`config.mk`:
```
export PLATFORM = sky130hd
export DESIGN_NAME = clk_div_ctrl
export DESIGN_NICKNAME = d
export VERILOG_FILES = /design/src/rtl/clk_div_ctrl.sv
export SDC_FILE = /design/constraint.sdc
export NUM_CORES = 1
export LEC_CHECK = 0
export BUFFER_PORTS_ARGS = -buffer_cell sky130_fd_sc_hd__buf_2
export CAP_MARGIN = 10
export CORE_ASPECT_RATIO = 0.8
export CORE_MARGIN = 8
export CORE_UTILIZATION = 29
export DETAILED_ROUTE_END_ITERATION = 16
export GPL_ROUTABILITY_DRIVEN = 0
export PLACE_DENSITY = 0.55
export SETUP_SLACK_MARGIN = 0.1
export SYNTH_ARGS = -nofsm -noshare
export SYNTH_HDL_FRONTEND = slang
export SYNTH_SLANG_ARGS = --single-unit
```
`constraint.sdc`:
```
create_clock -name clk -period 5.5 [get_ports clk]
set_input_delay 0.275 -clock clk [delete_from_list [all_inputs] [get_ports clk]]
set_output_delay 0.275 -clock clk [all_outputs]
set_load 0.005 [all_outputs]
```
`src/rtl/clk_div_ctrl.sv`:
```
// Programmable clock-divider sequencer: glitch-free runtime divisor changes and
// start/stop on period boundaries. Optional 50% duty for odd N: DIV_ODD_DUTY50_EN.
module clk_div_ctrl #(
    parameter int unsigned W           = 8,
    parameter int unsigned DEFAULT_DIV = 3
) (
    input  logic         clk,
    input  logic         rst,
    input  logic         en,
    input  logic         cfg_valid,
    input  logic [W-1:0] cfg_div,
    output logic         cfg_ready,
    output logic         cfg_err,
    output logic [W-1:0] cur_div,
    output logic         div_clk,
    output logic         div_tick,
    output logic         running
);

    localparam logic [W-1:0] DefDiv = W'(DEFAULT_DIV);

    typedef enum logic [1:0] {StIdle, StRun, StStop} state_e;

    state_e       state_q, state_d;
    logic [W-1:0] cnt_q, cnt_d;
    logic [W-1:0] cur_div_q, cur_div_d;
    logic [W-1:0] pend_q, pend_d;
    logic         pend_valid_q, pend_valid_d;
    logic         cfg_err_q, cfg_err_d;
    logic         div_clk_q, div_clk_d;
    logic         div_tick_q, div_tick_d;

    logic active;
    logic tc;
    logic accept;
    logic legal;

    assign active = (state_q != StIdle);
    assign tc     = (cnt_q == cur_div_q - W'(1));
    assign accept = cfg_valid && cfg_ready;
    assign legal  = (cfg_div >= W'(2));

    always_ff @(posedge clk) begin
        if (!rst) begin
            state_q <= StIdle;
        end else begin
            state_q <= state_d;
        end
    end

    always_comb begin
        state_d = state_q;
        unique case (state_q)
            StIdle: if (en) state_d = StRun;
            StRun:  if (!en) state_d = StStop;
            StStop: begin
                if (en) begin
                    state_d = StRun;
                end else if (tc) begin
                    state_d = StIdle;
                end
            end
            default: state_d = StIdle;
        endcase
    end

    always_comb begin
        cnt_d        = '0;
        cur_div_d    = cur_div_q;
        pend_d       = pend_q;
        pend_valid_d = pend_valid_q;
        cfg_err_d    = accept && !legal;

        if (active && !tc) begin
            cnt_d = cnt_q + W'(1);
        end

        // Pending load happens before acceptance so a same-cycle accept waits a full period
        if (active && tc && pend_valid_q) begin
            cur_div_d    = pend_q;
            pend_valid_d = 1'b0;
        end

        if (accept && legal) begin
            if (!active) begin
                cur_div_d = cfg_div;
            end else begin
                pend_d       = cfg_div;
                pend_valid_d = 1'b1;
            end
        end

        div_clk_d  = (state_d != StIdle) && (cnt_d < (cur_div_d >> 1));
        div_tick_d = (state_d != StIdle) && (cnt_d == '0);
    end

    always_ff @(posedge clk) begin
        if (!rst) begin
            cnt_q        <= '0;
            cur_div_q    <= DefDiv;
            pend_q       <= '0;
            pend_valid_q <= 1'b0;
            cfg_err_q    <= 1'b0;
            div_clk_q    <= 1'b0;
            div_tick_q   <= 1'b0;
        end else begin
            cnt_q        <= cnt_d;
            cur_div_q    <= cur_div_d;
            pend_q       <= pend_d;
            pend_valid_q <= pend_valid_d;
            cfg_err_q    <= cfg_err_d;
            div_clk_q    <= div_clk_d;
            div_tick_q   <= div_tick_d;
        end
    end

`ifdef DIV_ODD_DUTY50_EN
    // Half-cycle delayed copy stretches the high phase of odd divisors to N/2 cycles
    logic neg_q;

    always_ff @(negedge clk) begin
        if (!rst) begin
            neg_q <= 1'b0;
        end else if (!active || !cur_div_q[0]) begin
            neg_q <= 1'b0;
        end else begin
            neg_q <= div_clk_q;
        end
    end

    always_comb begin
        div_clk = div_clk_q | neg_q;
    end
`else
    always_comb begin
        div_clk = div_clk_q;
    end
`endif

    always_comb begin
        running   = active;
        cfg_ready = !pend_valid_q;
        cfg_err   = cfg_err_q;
        cur_div   = cur_div_q;
        div_tick  = div_tick_q;
    end

endmodule
```
==> results of run 1 <==
[layout by cell type, fill, tap and decap left out, types with 2 or more instances in the layout]
cell      Yosys  routed
mux2i_1      11      11
and3_1        6       6
inv_1         7       7
nor4_2        2       2
mux2i_4       4       4
o21a_1        4       4
nor2_1       20      20
xor2_1        8       8
a21o_1        2       2
buf_2         0      24
or2_2         2       2
xnor2_1       8       8
a211oi_1      3       3
nor2_2        3       3
and2_1        3       3
ha_1          8       8
nor4_1        2       2
nor2b_1      14      14
a211o_1       2       2
nand2b_1      2       2
nor3b_1       4       4
a21oi_1       3       3
a41oi_1       2       2
mux2_4        4       4
nand3_1       5       5
nor3_1        5       5
dfxtp_1      30      30
nand2_1      13      13
clkbuf_8      0       6
[sequential cells by signal (all words and copies together) (netlist names)]
name,count
pend_q,8
cfg_err,1
cur_div,8
cnt_q,8
div_clk,1
pend_valid_q,1
div_tick,1
state_q,2
[power breakdown]
group          switching, uW  leakage, uW  internal, uW
sequential              12.6     0.000245           227
clock                   80.3    0.0000482           101
combinational           47.5     0.000600          42.7
total                    140     0.000893           370
[routing by layer]
metal,routed length [um],global-route usage [%]
met5,0,0
met4,34,3.06
met3,162,2.47
met2,1800,14.0
met1,2470,14.0
[worst max path at each step]
stage | from | end | cells past startpoint
floorplan | cur_div[1]$_SDFF_PN1_ | div_clk$_SDFF_PN0_ | 15
global placement | cur_div[0]$_SDFF_PN1_ | div_clk$_SDFF_PN0_ | 16
detailed placement | cur_div[0]$_SDFF_PN1_ | div_clk$_SDFF_PN0_ | 16
CTS | cur_div[0]$_SDFF_PN1_ | div_clk$_SDFF_PN0_ | 16
global route | cur_div[0]$_SDFF_PN1_ | div_clk$_SDFF_PN0_ | 16
finish | cur_div[0]$_SDFF_PN1_ | div_clk$_SDFF_PN0_ | 16
[Yosys cell counts (all sizes together) (2+ instances only)]
| library cell | count | area (sq um) |
|---|---|---|
| a211o | 2 | 17.5 |
| a211oi | 4 | 42.5 |
| a21o | 2 | 15.0 |
| a21oi | 3 | 15.0 |
| a311oi | 2 | 23.8 |
| a41oi | 2 | 17.5 |
| and2 | 3 | 18.8 |
| and3 | 6 | 37.5 |
| buf | 4 | 37.5 |
| clkbuf | 4 | 15.0 |
| dfxtp | 30 | 601 |
| ha | 8 | 100 |
| inv | 7 | 26.3 |
| mux2 | 4 | 60.1 |
| mux2i | 15 | 200 |
| nand2 | 13 | 48.8 |
| nand2b | 2 | 12.5 |
| nand3 | 5 | 25.0 |
| nor2 | 23 | 93.8 |
| nor2b | 14 | 87.6 |
| nor3 | 5 | 25.0 |
| nor3b | 4 | 30.0 |
| nor4 | 4 | 37.5 |
| o21a | 4 | 30.0 |
| or2 | 3 | 18.8 |
| xnor2 | 8 | 70.1 |
| xor2 | 8 | 70.1 |
[logic make-up after synthesis]
logic type / after synthesis / share of synthesized area [%]
and+or+nand+nor: 89 / 26.2
DFF: 30 / 31.5
AOI/OAI and AO/OA: 27 / 11.9
muxes: 19 / 13.6
xor gates and xnor gates: 16 / 7.35
buffers and inverters: 15 / 4.13
adders and majority gates: 8 / 5.25
[metrics by stage]
step	std cells	setup slack, ps	cell area [sq um]	utilization, %	power (uW)
floorplan	204	2150	1910	-	308
global route	312	1390	2170	34.0	539
CTS	312	1610	2170	34.0	518
global placement	304	1710	2080	32.6	335
detailed placement	304	1640	2080	32.6	335
finish	312	1640	2170	34.0	511
[critical path: stages (launching register included)]
cell,delay (ps)
dfxtp_1,490
inv_1,80
ha_1,240
nor3b_1,160
nor4bb_1,160
a311oi_2,400
a211o_1,450
mux2i_1,240
nor2_1,70
nor2_1,120
ha_1,250
a21o_1,180
a21o_1,170
a211oi_1,270
o311ai_0,190
a21oi_1,160
o311a_1,170
[cell type report]
| type | count | area [sq um] |
|---|---|---|
| well taps | 84 | 105 |
| flip-flops and latches | 30 | 601 |
| inverters | 7 | 26.3 |
| clock inverters | 1 | 5.00 |
| repair buffers | 24 | 120 |
| fillers | 716 | 4210 |
| multi-input cells | 159 | 1230 |
| clock buffers | 7 | 86.3 |
==> impl_metrics.csv, run 1 <==
group,metric,value,unit
setup_path,worstPathMaxFanout,8,
placed_design,port_buffers,24,
setup_path,reg2reg_depth,16,
sta,final-hold-violation-count,0,
floorplanning,core.rowCount,26,
clocking,clk_pin_slew,60,ps
setup_path,r2r_start,"cur_div[0]$_SDFF_PN1_",
sta,whs,181,ps
yosys,yosysUniqueCellTypes,49,
sta,period_share,70.1,%
floorplanning,ioPinCount,25,
clocking,clock-sinks,30,
routing,ant_nets,0,
routing,wl_per_cell,14.3,um
clocking,cts_tree,"done",
floorplanning,chipHeight,88.5,um
yosys,avgSynthCellArea,9.35,sq um
global_route,grt_pass1_wl,7.44,mm
power,ir_worst_vdd,0.000100,V
floorplanning,die-area,0.00944,sq mm
sta,skew,3.28,ps
sta,worst_slew_pin_slew,929,ps
cells_and_area,areaGrowthSynthToFinish,13.8,%
power,leakagePower,0.000893,uW
setup_path,worstSetupEndpointType,"flip-flop",
global_route,grt_overflow_total,0,
routing,drt_iter0_markers,52,
routing,firstDrtPassIters,4,
floorplanning,core,0.00638,sq mm
clocking,cts_max_path_buffers,2,
yosys,yosysSeqAreaShare,31.5,%
routing,vias,1480,
routing,vias_per_cell,4.74,
clocking,cts-htree-levels,2,
sta,drv_slew,0,
sta,rsz0062_at_grt,"false",
cells_and_area,layout-drive-gt1-share,22.4,%
global_route,grt_max_degree,26,
yosys,synth_flop_cell,"dfxtp_1",
placed_design,dp_hpwl,3.56,mm
sta,fin_crit,3860,ps
yosys,synth_nets,224,
sta,tns,0,ps
min_path,worstHoldEndpoint,"state_q[1]$_SDFF_PN0_",
floorplanning,die_width,107,um
global_route,grt_pass1_vias,1487,
floorplanning,start_util,29.9,%
clocking,cts_resized,0,
yosys,ys_seq_elements,30,
setup_path,crit_path_start_kind,"flip-flop",
setup_path,cp.arrival,4080,ps
yosys,yosysWarningCount,0,
sta,slew_headroom,37.8,%
cells_and_area,fin_nets,247,
setup_path,r2r_slack,1640,ps
yosys,syn_area,0.00191,sq mm
sta,setup_viol,0,
routing,wl,4.47,mm
clocking,cts-hold-fix-buffers,0,
yosys,synth_edf_count,0,
setup_path,worst_ep_required_time,5720,ps
clocking,insertion_delay,280,ps
min_path,min_from,"en",
power,pwr_density_cell,235,mW/mm^2
routing,drcViolationCount,0,
yosys,ys_async_sr_fraction,0,%
global_route,antenna_found_initial,0,
min_path,hold_class,"input port to flip-flop",
sta,max_freq,259,MHz
setup_path,crit_type,"flip-flop to flip-flop",
min_path,whs_path_depth,2,
yosys,synthCells,204,
clocking,postCtsSetupBuffers,0,
status,status,"finished, final reports clean",
cells_and_area,diodes,0,
run,cap_viol_max_count,0,
setup_path,r2r-end,"div_clk$_SDFF_PN0_",
clocking,root_buffer,"clkbuf_8",
clocking,cts_buffers,5,
global_route,grtUsageTotal,9.83,%
(Power assumes the default switching activity.)
==> inputs of run 2 (changes only) <==
==> constraint.sdc (replaced) <==
create_clock -name clk -period 3.67 [get_ports clk]
set_input_delay 0.1835 -clock clk [delete_from_list [all_inputs] [get_ports clk]]
set_output_delay 0.1835 -clock clk [all_outputs]
set_load 0.005 [all_outputs]
==> run 2 against run 1 <==
  * Global-route usage increased by 0.41 points
  * Worst hold slack worse by 99 ps
  * Via count grew 3.2%
  * Clock skew hardly changed
  * Utilization rose by 1.9 points
  * Clock power up 83%
  * Combinational power is 65% higher
  * Count of clock-buffer cells in the layout shrank 2
  * Critical endpoint unchanged
  * First-iteration DRC count unchanged
  * Total power is 64% higher
  * Largest power group unchanged
  * Wire length is 6.6% higher
  * Worst setup slack lost 1400 ps
==> impl_metrics.csv, run 2 (synthesis gave the netlist of run 1 again) <==
group,metric,value,unit
status,status,"finished, final reports clean",
global_route,grt_pass1_vias,1515,
sta,skew,2.96,ps
sta,drv_slew,0,
sta,max_freq,292,MHz
sta,tns,0,ps
routing,drcViolationCount,0,
routing,wl_per_cell,15.1,um
placed_design,dp.cells,308,
floorplanning,die-area,0.00944,sq mm
placed_design,dp_hpwl,3.68,mm
global_route,grt_overflow_total,0,
min_path,hold_class,"input port to flip-flop",
clocking,cts_tree,"done",
power,pwr-share-seq,42.8,%
routing,firstDrtPassIters,4,
setup_path,worstPathMaxFanout,6,
clocking,postCtsSetupBuffers,0,
sta,worst_slew_pin_slew,1010,ps
cells_and_area,layout-drive-gt1-share,28.4,%
clocking,cts-hold-fix-buffers,0,
clocking,cts-htree-levels,2,
setup_path,cp.arrival,3650,ps
power,switchingPower,228,uW
cells_and_area,fin_cells,316,
clocking,root_buffer,"clkbuf_8",
global_route,grt_max_degree,26,
power,leakagePower,0.000930,uW
clocking,cts_max_path_buffers,2,
setup_path,worstSetupEndpointType,"flip-flop",
cells_and_area,final_cell_mix,"dfxtp_1, buf_2, nor2_1",
cells_and_area,areaGrowthSynthToFinish,20.1,%
power,sw_frac_of_total,27.2,%
floorplanning,core.rowCount,26,
global_route,antenna_found_initial,0,
clocking,clk_pin_slew,70,ps
setup_path,crit_path_start_kind,"flip-flop",
clocking,clock-sinks,30,
floorplanning,ioPinCount,25,
floorplanning,die_width,107,um
power,pwr_density_cell,366,mW/mm^2
cells_and_area,fin_nets,251,
placed_design,port_buffers,24,
power,ir_worst_vdd,0.000273,V
clocking,cts_buffers,5,
power,intPower,611,uW
setup_path,crit_type,"flip-flop to flip-flop",
sta,setup_viol,0,
clocking,insertion_delay,280,ps
setup_path,worst_ep_required_time,3900,ps
routing,vias_per_cell,4.83,
cells_and_area,final_common_cell,"dfxtp_1",
sta,final-hold-violation-count,0,
floorplanning,chipHeight,88.5,um
run,cap_viol_max_count,0,
floorplanning,start_util,29.9,%
sta,rsz0062_at_grt,"false",
cells_and_area,diodes,0,
sta,fin_crit,3420,ps
sta,period_share,93.3,%
sta,slew_headroom,32.5,%
routing,drt_iter0_markers,52,
floorplanning,core,0.00638,sq mm
routing,wl,4.77,mm
routing,vias,1527,
power,clkPwrFrac,39.5,%
power,p_comb_share,17.7,%
global_route,grtUsageTotal,10.2,%
global_route,grt_pass1_wl,7.60,mm
sta,whs,81.7,ps
routing,ant_nets,0,
## run 2: changes by cell type in the layout (fill, tap and decap cells not counted), moves of 2 or more
cell,previous run,this run
buf_4,0,4
a211oi_1,3,1
a211oi_2,0,2
dfxtp_1,30,28
## run 2: per-layer routing
metal	wire (um)	up-vias	GRT usage, %
met1	2480	719	13.8
li1	-	773	-
met4	65	0	3.57
met3	285	8	3.86
met2	1940	27	14.5
met5	0	-	0
## run 2: per-stage QoR
stage / cell area [sq um] / worst slack [ps] / total power (uW) / utilization [%]
2_1_floorplan: 1910 / 321 / 461 / -
3_3_place_gp: 2110 / 156 / 508 / 33.1
3_5_place_dp: 2110 / 52.2 / 508 / 33.1
4_1_cts: 2230 / 102 / 841 / 34.9
5_1_grt: 2290 / 73.3 / 877 / 35.9
6_report: 2290 / 246 / 839 / 35.9
## run 2: repair_timing
item | 4_1_cts | 5_1_grt
pin swaps | 1 | 5
hold endpoints to repair | 0 | 0
resized for setup | 3 | 11
setup endpoints to repair | 1 | 1
## run 2: cell type report
| type | instances | area, sq um |
|---|---|---|
| Fill cell | 688 | 4090 |
| Clock inverter | 3 | 40.0 |
| Tap cell | 84 | 105 |
| Inverter | 7 | 26.3 |
| Timing Repair Buffer | 28 | 150 |
| Clock buffer | 5 | 68.8 |
| Sequential cell | 30 | 606 |
| Multi-Input combinational cell | 159 | 1290 |
## run 2: path summary, 6_finish.rpt
check                                         endpoint  cells past startpoint              startpoint  slack (ps)
worst max-delay path                div_clk$_SDFF_PN0_                     14   cur_div[1]$_SDFF_PN1_         250
worst min-delay path             state_q[1]$_SDFF_PN0_                      2                      en          80
worst max register to register      div_clk$_SDFF_PN0_                     14   cur_div[1]$_SDFF_PN1_         250
worst min register to register  pend_q[5]$_SDFFE_PN0P_                      2  pend_q[5]$_SDFFE_PN0P_         530
## run 2: worst max-delay path: stages, from the launching register on
cell	delay, ps
dfxtp_2	350
or4_4	560
nor4_4	290
a311oi_2	100
a211o_4	410
mux2i_1	130
nor2_1	140
nor2_1	70
ha_1	280
a21o_1	180
a21o_1	180
a211oi_2	230
o311ai_2	140
a21oi_1	140
o311a_1	170
## run 2: power groups by stage
stage | logic [uW] | registers, uW | clock network, uW
after CTS | 144 | 358 | 338
after global placement | 143 | 365 | 0
final | 149 | 359 | 331
after detailed placement | 143 | 366 | 0
after floorplan | 99.8 | 361 | 0
after global routing | 165 | 361 | 351
==> inputs of run 3 (changes only) <==
==> constraint.sdc (replaced) <==
create_clock -name clk -period 4 [get_ports clk]
set_input_delay 0.2 -clock clk [delete_from_list [all_inputs] [get_ports clk]]
set_output_delay 0.2 -clock clk [all_outputs]
set_load 0.005 [all_outputs]
==> run 3 against run 2 <==
  * Total power down 15%
  * Sequential share of layout area increased by 0.83 points
  * Sequential power down 8.4%
  * Count of clock-buffer cells in the layout is 2 higher
  * Wire length decreased by 4.4%
  * Worst setup slack improved by 170 ps
  * Non-clock buffer count stayed put
  * Combinational power is 12% lower
  * Maximum frequency decreased by 4.5%
  * Final area fell by 3.7%
  * Die area did not move
  * Clock power is 24% lower
  * Largest power group unchanged
  * Highest routed layer unchanged
==> impl_metrics.csv, run 3 (synthesis gave the netlist of run 1 again) <==
group,metric,value,unit
status,status,"finished, final reports clean",
floorplanning,start_util,29.9,%
cells_and_area,final_cell_mix,"dfxtp_1, buf_2, nor2_1",
cells_and_area,fillers,675,
clocking,cts-htree-levels,2,
global_route,use_met2,13.6,%
placed_design,port_buffers,24,
floorplanning,die_width,107,um
cells_and_area,final_util,34.6,%
global_route,grt_max_degree,26,
power,ir_worst_vdd,0.000146,V
clocking,clk_pin_slew,60,ps
setup_path,crit_type,"flip-flop to flip-flop",
global_route,antenna_found_initial,0,
sta,final-hold-violation-count,0,
power,leakagePower,0.000913,uW
clocking,cts-hold-fix-buffers,0,
setup_path,crit_buf_inv,1,
cells_and_area,fin_nets,251,
setup_path,critPathMaxStageDelay,430,ps
routing,drcViolationCount,0,
routing,wl_per_cell,14.4,um
cells_and_area,areaGrowthSynthToFinish,15.7,%
routing,vias_per_cell,4.80,
setup_path,worstPathMaxFanout,6,
sta,skew,4.64,ps
min_path,hold_class,"input port to flip-flop",
clocking,postCtsSetupBuffers,0,
cells_and_area,fin_area,0.00221,sq mm
placed_design,post_dp_cell_area,0.00211,sq mm
clocking,cts_resized,0,
power,pwr_density_cell,321,mW/mm^2
cells_and_area,seq_area,602,sq um
sta,setup_viol,0,
global_route,grt_overflow_total,0,
routing,ant_nets,0,
sta,fin_crit,3590,ps
global_route,busiest_layer,"met1",
floorplanning,core,0.00638,sq mm
global_route,grtUsageTotal,10.1,%
floorplanning,die-area,0.00944,sq mm
global_route,met3_usage,3.42,%
cells_and_area,final_common_cell,"dfxtp_1",
clocking,cts_buffers,5,
routing,drt_iter0_markers,56,
power,total_power,709,uW
setup_path,worst_ep_required_time,4230,ps
setup_path,cp_slowest_cell,"dfxtp_1",
sta,drv_slew,0,
floorplanning,ioPinCount,25,
sta,rsz0062_at_grt,"false",
setup_path,path_cells,"inv_1, ha_1, nor3b_1, nor4bb_1, a311oi_2, a211o_1, mux2i_1, nor2_1, nor2_1, ha_1, a21o_1, a21o_1, a211oi_1, o311ai_0, a21oi_1, o311a_1",
setup_path,cp_top_family,"compound AO/OA/AOI/OAI gates",
clocking,root_buffer,"clkbuf_8",
clocking,cts_max_path_buffers,2,
run,cap_viol_max_count,0,
sta,worst_slew_pin_slew,912,ps
sta,period_share,89.7,%
global_route,grt_use_met1,14.7,%
floorplanning,core.rowCount,26,
cells_and_area,layout-drive-gt1-share,24.6,%
floorplanning,chipHeight,88.5,um
setup_path,crit_path_start_kind,"flip-flop",
routing,firstDrtPassIters,4,
sta,slew_headroom,39.0,%
clocking,clock-sinks,30,
setup_path,worstSetupEndpointType,"flip-flop",
placed_design,dp_hpwl,3.66,mm
clocking,insertion_delay,280,ps
global_route,grt_pass1_wl,7.55,mm
sta,tns,0,ps
setup_path,cp.arrival,3820,ps
clocking,cts_tree,"done",
routing,vias,1518,
sta,max_freq,279,MHz
routing,wl,4.56,mm
cells_and_area,diodes,0,
global_route,grt_pass1_vias,1485,
cells_and_area,multi_input_area,0.00123,sq mm
[run 3: routing by layer]
layer	part of all wire, %	wire length (um)	vias up
met5	0	0	-
met4	1.1	49	0
met3	4.3	196	9
met2	40	1810	28
met1	55	2500	708
li1	-	-	773
[run 3: path summary, 6_finish.rpt]
check	from	cells past startpoint	endpoint	slack [ps]
max	cur_div[1]$_SDFF_PN1_	16	div_clk$_SDFF_PN0_	410
min reg2reg	pend_q[2]$_SDFFE_PN0P_	2	pend_q[2]$_SDFFE_PN0P_	520
max reg2reg	cur_div[1]$_SDFF_PN1_	16	div_clk$_SDFF_PN0_	410
min	en	2	state_q[1]$_SDFF_PN0_	100
[run 3: through the flow]
stage,std cells,worst slack (ps),hold slack (ps)
finish,316,413,103
detailed placement,308,374,399
floorplan,204,651,276
global placement,308,449,398
global route,316,107,106
CTS,316,350,97.4
[run 3: layout make-up]
cell class              count  share of cell area (%)
clock buffers               7                    3.91
clock inverters             1                   0.227
inverters                   7                    1.19
multi-input cells         159                    55.8
flip-flops and latches     30                    27.3
well taps                  84                    4.76
repair buffers             28                    6.80
[run 3: report_power, final]
part	internal (uW)	total, uW	switching [uW]
clock network	139	250	112
logic	62.7	131	68.0
registers	312	329	16.2
total	514	709	196
